**src/rtl/alu_pipe.sv**
```systemverilog
// Two-stage pipelined ALU with valid/ready handshakes on both sides and an
// architectural carry register that chains add-with-carry across beats.
module alu_pipe #(
  parameter int WIDTH = 16,
  parameter int SHW   = $clog2(WIDTH)
) (
  input  logic             clk,
  input  logic             rst,
  input  logic             in_valid,
  output logic             in_ready,
  input  logic [2:0]       in_op,
  input  logic [WIDTH-1:0] in_a,
  input  logic [WIDTH-1:0] in_b,
  output logic             out_valid,
  input  logic             out_ready,
  output logic [WIDTH-1:0] out_result,
  output logic [1:0]       out_flags,
  output logic             carry_q
);

  typedef enum logic [2:0] {
    OP_ADD  = 3'b000,
    OP_NAND = 3'b001,
    OP_EQ   = 3'b010,
    OP_ADDM = 3'b011,
    OP_ADC  = 3'b100,
    OP_SUB  = 3'b101,
    OP_SHL  = 3'b110,
    OP_SHR  = 3'b111
  } op_e;

  logic             s1_valid;
  op_e              s1_op;
  logic [WIDTH-1:0] s1_a;
  logic [WIDTH-1:0] s1_b;

  logic s2_adv;
  logic s1_adv;
  logic accept;

  assign s2_adv   = !out_valid || out_ready;
  assign s1_adv   = s1_valid && s2_adv;
  assign in_ready = !s1_valid || s2_adv;
  assign accept   = in_valid && in_ready;

  logic [SHW-1:0]   amt;
  logic [WIDTH:0]   sum;
  logic [WIDTH:0]   diff;
  logic [WIDTH:0]   shl_ext;
  logic [WIDTH:0]   shr_ext;
  logic [WIDTH-1:0] res;
  logic             res_c;
  logic             res_z;

  assign amt     = s1_b[SHW-1:0];
  assign sum     = {1'b0, s1_a} + {1'b0, s1_b}
                 + ((s1_op == OP_ADC) ? (WIDTH+1)'(carry_q) : '0);
  assign diff    = {1'b0, s1_a} - {1'b0, s1_b};
  // The extra bit on each shift catches the last bit shifted out; a zero
  // amount leaves it clear, so carry is 0 without a special case.
  assign shl_ext = {1'b0, s1_a} << amt;
  assign shr_ext = {s1_a, 1'b0} >> amt;

  // NOTE: every output of this always_comb gets a default first, so no path
  // through the case can leave a value unassigned and infer a latch.
  always_comb begin
    res   = '0;
    res_c = 1'b0;
    unique case (s1_op)
      OP_ADD, OP_ADC: {res_c, res} = sum;
      OP_ADDM:        res = sum[WIDTH-1:0];
      OP_NAND:        res = ~(s1_a & s1_b);
      OP_EQ:          res = diff[WIDTH-1:0];
      OP_SUB:         {res_c, res} = diff;
      OP_SHL:         {res_c, res} = shl_ext;
      OP_SHR: begin
        res   = shr_ext[WIDTH:1];
        res_c = shr_ext[0];
      end
      default: ;
    endcase
    res_z = (s1_op == OP_EQ) ? (s1_a == s1_b) : (res == '0);
  end

  // NOTE: sequential state uses non-blocking assignments so every register
  // samples the pre-edge values of the others.
  always_ff @(posedge clk) begin
    if (rst) begin
      s1_valid   <= 1'b0;
      out_valid  <= 1'b0;
      out_result <= '0;
      out_flags  <= 2'b00;
      carry_q    <= 1'b0;
    end else begin
      if (accept)      s1_valid <= 1'b1;
      else if (s1_adv) s1_valid <= 1'b0;

      if (s1_adv) begin
        out_valid  <= 1'b1;
        out_result <= res;
        out_flags  <= {res_c, res_z};
        carry_q    <= res_c;
      end else if (out_ready) begin
        out_valid <= 1'b0;
      end
    end
  end

  // NOTE: the S1 payload is qualified by s1_valid, so it carries no reset and
  // can map onto plain enable flops.
  always_ff @(posedge clk) begin
    if (accept) begin
      s1_op <= op_e'(in_op);
      s1_a  <= in_a;
      s1_b  <= in_b;
    end
  end

endmodule
```
**config.mk**
```make
export PLATFORM = sky130hd
export DESIGN_NAME = alu_pipe
export DESIGN_NICKNAME = d
export VERILOG_FILES = /design/src/rtl/alu_pipe.sv
export SDC_FILE = /design/constraint.sdc
export NUM_CORES = 1
export LEC_CHECK = 0
export ABC_AREA = 1
export CORE_ASPECT_RATIO = 1.25
export CORE_UTILIZATION = 31
export CTS_CLUSTER_SIZE = 20
export DETAILED_ROUTE_END_ITERATION = 8
export GPL_ROUTABILITY_DRIVEN = 1
export GPL_TIMING_DRIVEN = 0
export RECOVER_POWER = 100
export SLEW_MARGIN = 10
export SYNTH_ARGS = -nofsm -noshare
export SYNTH_HDL_FRONTEND = slang
export SYNTH_SLANG_ARGS = --single-unit
```
**constraint.sdc**
```tcl
create_clock -name clk -period 7.85 [get_ports clk]
set_clock_uncertainty 0.1 [all_clocks]
set_input_delay 1.1775 -clock clk [delete_from_list [all_inputs] [get_ports clk]]
set_output_delay 1.1775 -clock clk [all_outputs]
set_load 0.01 [all_outputs]
```
Yosys cells after proc, flatten, opt, wreduce, memory -nomap -nowiden

Cells that the tools add are included.

Bits in registers: 56
Latch bits: 0
RAM bits: 0
ROM bits: 0
Bits of input ports: 39
Output and inout bits: 21
Logic and storage cells: 44
Memories kept: 0

Add/subtract/negate cells: 3
Multiply operators: 0
Div/mod/pow operators: 0
$lt $le $gt $ge: 0
Equality and inequality tests: 8
Shift operators: 2
Multiplexer cells: 8
Bitwise operators: 2
Reductions and logical operators: 13

Operators with widths:

| operator                                       | count |
|---|---|
| one-hot mux 16 bit (5 select lines)            | 1 |
| adder 16 x 16 -> 17 bit                        | 1 |
| adder 17 x 1 -> 17 bit                         | 1 |
| << shifter 16 x 4 -> 17 bit                    | 1 |
| >> shifter 17 x 4 -> 17 bit                    | 1 |
| subtractor 16 x 16 -> 17 bit                   | 1 |
| bitwise AND 16 bit                             | 1 |
| == test 16 bit                                 | 1 |
| zero test 16 bit                               | 1 |
| NOT 16 bit                                     | 1 |
| == test 3 bit (second input constant)          | 4 |
| == test 3 x 2 -> 1 bit (second input constant) | 2 |
| two-way mux 1 bit                              | 6 |
| one-hot mux 1 bit (4 select lines)             | 1 |
| nonzero test 2 bit                             | 2 |
| OR reduction 2 bit                             | 2 |
| == test 3 x 1 -> 1 bit (second input constant) | 1 |
| zero test 3 bit                                | 1 |
| OR reduction 3 bit                             | 1 |
| logical AND 1 bit                              | 2 |
| zero test 1 bit                                | 2 |
| logical OR 1 bit                               | 2 |

Longest topological paths before layout

Word-level depth: 6
Depth in mapped cells: 21
Depth with buffers taken out: 19

Worst setup path after synthesis

No wires, ideal clock.

Path type: input port to output port
From: in out_ready
To: out in_ready
Data arrival time: 1.361 ns
Required time: 6.573 ns
Slack: 5.211 ns
Stages: 2
Buffers on the path: 0
Cells stage by stage: inv_1 > nand3_1

Word-level cells in the longest chain between the ends: 2

RTL lines:

| item               | RTL line | text |
|---|---|---|
| start: declaration | 15       | `input logic out_ready,` |
| logical OR 1 bit   | 41       | `assign s2_adv = !out_valid \|\| out_ready;` |
| logical OR 1 bit   | 43       | `assign in_ready = !s1_valid \|\| s2_adv;` |
| end: declaration   | 10       | `output logic in_ready,` |

No other way between the ends.

Worst setup path after layout

Same ends and word-level chain as after synthesis.

==> flow_results.org <==
** Timing
- Final hold analysis gives a worst-case slack of 408 ps.
- Setup repair after global routing left no endpoint under its margin.
- Crit share post-route :: 0.480
- Min Clock Period, post-route :: 3770 ps
- Setup violations remaining at the end of the flow were counted as 0.
- Maximum operating frequency :: 265 MHz
- The hold violation count in the final report is 0.
- The total count of max-transition violations in the final report is 0.
- Setup total negative slack on the finished layout was measured at 0 ps.
- Relative slew slack :: 0.109
- Transition time of the tightest slew-check pin :: 1340 ps

** Yosys
- Sequential area share after synthesis :: 0.252
- In the synthesized netlist, the number of instances is 916.
- When the netlist entered floorplanning its net count stood at 991.
- Cell accounting for the most synthesized area :: sky130_fd_sc_hd__nand2_1
- Count of state elements after synthesis :: 55
- Warnings, synthesis :: 0
- The cell area that synthesis handed to floorplanning was 5770 µm².
- Avg Inst Size Synth :: 6.30 µm²
- Yosys cell types :: 42
- Top post-synthesis cells by area :: sky130_fd_sc_hd__nand2_1 19%, sky130_fd_sc_hd__edfxtp_1 18%, sky130_fd_sc_hd__nand3_1 12%, sky130_fd_sc_hd__ha_1 7.2%, sky130_fd_sc_hd__dfxtp_1 6.9%
- In the synthesized netlist the dominant register cell turns out to be sky130_fd_sc_hd__edfxtp_1.
- Number of enable-type register cells in the synthesized netlist :: 35
- Share of async-settable or async-resettable flops after synthesis :: 0
- Synth top area share :: 0.187

** Routing
- Number of vias after detailed routing :: 6223
- Length of the first detailed-routing pass in iterations :: 5
- Post-detailed-route count of antenna-violating nets :: 0
- Iteration-0 DRC count of the detailed router :: 444
- Sum of routed wire length over all layers :: 22100 µm
- After detailed routing, the number of vias per cell comes to 5.14.
- In the final routed layout, each cell accounts on average for 18.3 µm.
- After detailed routing, the number of remaining DRC violations is 0.

** Global routing
- Across every metal layer, demand over resource in global routing totals 0.240.
- For met1 alone, demand over resource in global routing was 0.281.
- The first global-routing pass estimated 33900 µm of wire.
- In the global route stage, met3 resource usage came out at 0.0254.
- The via count of the first global-routing pass is 6131.
- Congestion Overflow GR :: 0
- For this run, global-route usage on met2 was measured as 0.421.
- Entering global routing, the biggest net connects 36 pins.
- The initial antenna violation count was 0.
- Grt peak-use layer :: met2

** Status
- The run finished with clean final reports.

** Clocking
- In this run, post-CTS repair resized a total of 0 instances.
- Clock transition at path regs :: 80 ps
- Clock latency on the worst-skew pair, taken at its later pin, is 320 ps.
- The H-tree was split into 2 levels.
- In this run, CTS created clock tree buffers numbering 5.
- TritonCTS clock tree :: built
- Clock buffer depth :: 2
- Hold repair after CTS inserted 0 buffers.
- In this run the clock root is driven by a sky130_fd_sc_hd__clkbuf_16.
- Post-CTS timing repair inserted 0 buffers for setup.
- Clock sink count :: 55

** Placed design
- HPWL after detailed placement :: 18200 µm
- Including well taps, the total number of placed cells is 1203.
- Last weighted congestion value of the routability-driven placer :: 0.931
- Area post-placement :: 6640 µm²
- In this run the tool buffered the top-level ports with 59 buffer cells.

** Layout
- Most common cell after layout, fill and taps aside :: sky130_fd_sc_hd__nand2_1
- In the final layout, the share of cells above drive strength 1 is 0.0855.
- The net count of the finished layout is 1057.
- Most frequent cells in the layout :: 288 x sky130_fd_sc_hd__nand2_1, 136 x sky130_fd_sc_hd__nand3_1, 97 x sky130_fd_sc_hd__inv_1, 91 x sky130_fd_sc_hd__nor2_1, 57 x sky130_fd_sc_hd__dlygate4sd3_1
- Fin area :: 6780 µm²
- Final std cells w/o fill :: 1211
- 0 antenna diodes ended up in the layout.
- Relative to the synthesized area, the layout overhead comes to 17.5%.
- Measured on the finished design, the core utilization comes to 0.373.

** Power and ir drop
- Peak VDD IR :: 125 µV
- For this design the ratio of total power to cell area is 142 nW/µm².
- Static leakage :: 3.32 nW

** Critical path
- Of all nets on the critical path, the largest fanout is 3.
- Element type at the critical path end :: output pin
- Kind of launch point of the worst setup path :: input pin
- Data on the critical path arrives at its endpoint at 2490 ps.
- Required time of the worst setup path :: 6570 ps
- Worst setup path category :: input pin to output pin

** Die
- The floorplan step defined a die boundary enclosing 19200 µm².
- Core area :: 18200 µm²
- Die width :: 124 µm
- In this run the core area contains 55 standard-cell rows.
- I/O pins :: 60
- Chip height :: 154 µm
- For this configuration, the core starts out at a cell density of 0.317.

** Flow run
- Max_cap viols :: 0

** Min path
- The tightest min-delay check is of the register to register type.
## report_power, final
part           internal (mW)  total (mW)  leakage (nW)  switching (mW)
logic                  0.122       0.362          2.74           0.240
registers              0.328       0.348         0.507          0.0196
clock network          0.122       0.250        0.0751           0.129
## path summary, 6_finish.rpt
check / from / end / slack (ps) / cells after the start
setup reg to reg: s1_b[2] / out_flags[0] / 4170 / 19
hold / removal: out_result[6] / out_result[6] / 410 / 2
setup / recovery: out_ready / in_ready / 4080 / 4
hold reg to reg: out_result[6] / out_result[6] / 410 / 2
## per-stage QoR
stage	worst slack, ps	power (mW)
finish	4080	0.960
global route	3870	1.02
CTS	4250	0.976
detailed placement	4250	0.721
global placement	4240	0.721
floorplan	5210	0.588
## worst max-delay path, stage by stage
cell	delay [ps]
sky130_fd_sc_hd__dlygate4sd3_1	530
sky130_fd_sc_hd__inv_1	70
sky130_fd_sc_hd__nand3_1	90
sky130_fd_sc_hd__dlygate4sd3_1	620
## Yosys cell counts, types with 11 or more instances
master                       n
sky130_fd_sc_hd__a21oi_1    45
sky130_fd_sc_hd__buf_2      22
sky130_fd_sc_hd__dfxtp_1    20
sky130_fd_sc_hd__edfxtp_1   35
sky130_fd_sc_hd__ha_1       33
sky130_fd_sc_hd__inv_1      96
sky130_fd_sc_hd__nand2_1   288
sky130_fd_sc_hd__nand3_1   136
sky130_fd_sc_hd__nand3_2    14
sky130_fd_sc_hd__nand4_1    11
sky130_fd_sc_hd__nor2_1     89
sky130_fd_sc_hd__o21ai_0    35
## per-layer routing
metal	part of all wire	vias up
li1	-	3133
met1	0.40	2815
met2	0.50	218
met3	0.047	57
met4	0.051	0
met5	0	-
## area by class of cell
cell class	count	area, µm²
buffer	35	213
clock buffer	5	125
clock inverter	3	23.8
fill	2022	11400
inverter	107	407
multi-input combinational	719	3680
sequential	55	1450
tap	228	285
timing repair buffer	59	591
## kinds of logic after synthesis
family | Yosys count | synth area share
simple gates | 576 | 0.453
buf+inv | 142 | 0.108
compound gates | 103 | 0.0989
flops | 55 | 0.252
fa+ha+maj | 36 | 0.0820
xor+xnor | 4 | 0.00608
## sequential cells by signal, summed over array words and instances (netlist names)
signal	flops
s1_b	16
out_flags	2
out_result	16
s1_a	16
s1_valid	1
s1_op	3
out_valid	1
No activity file was read; power rests on OpenSTA's default activity.
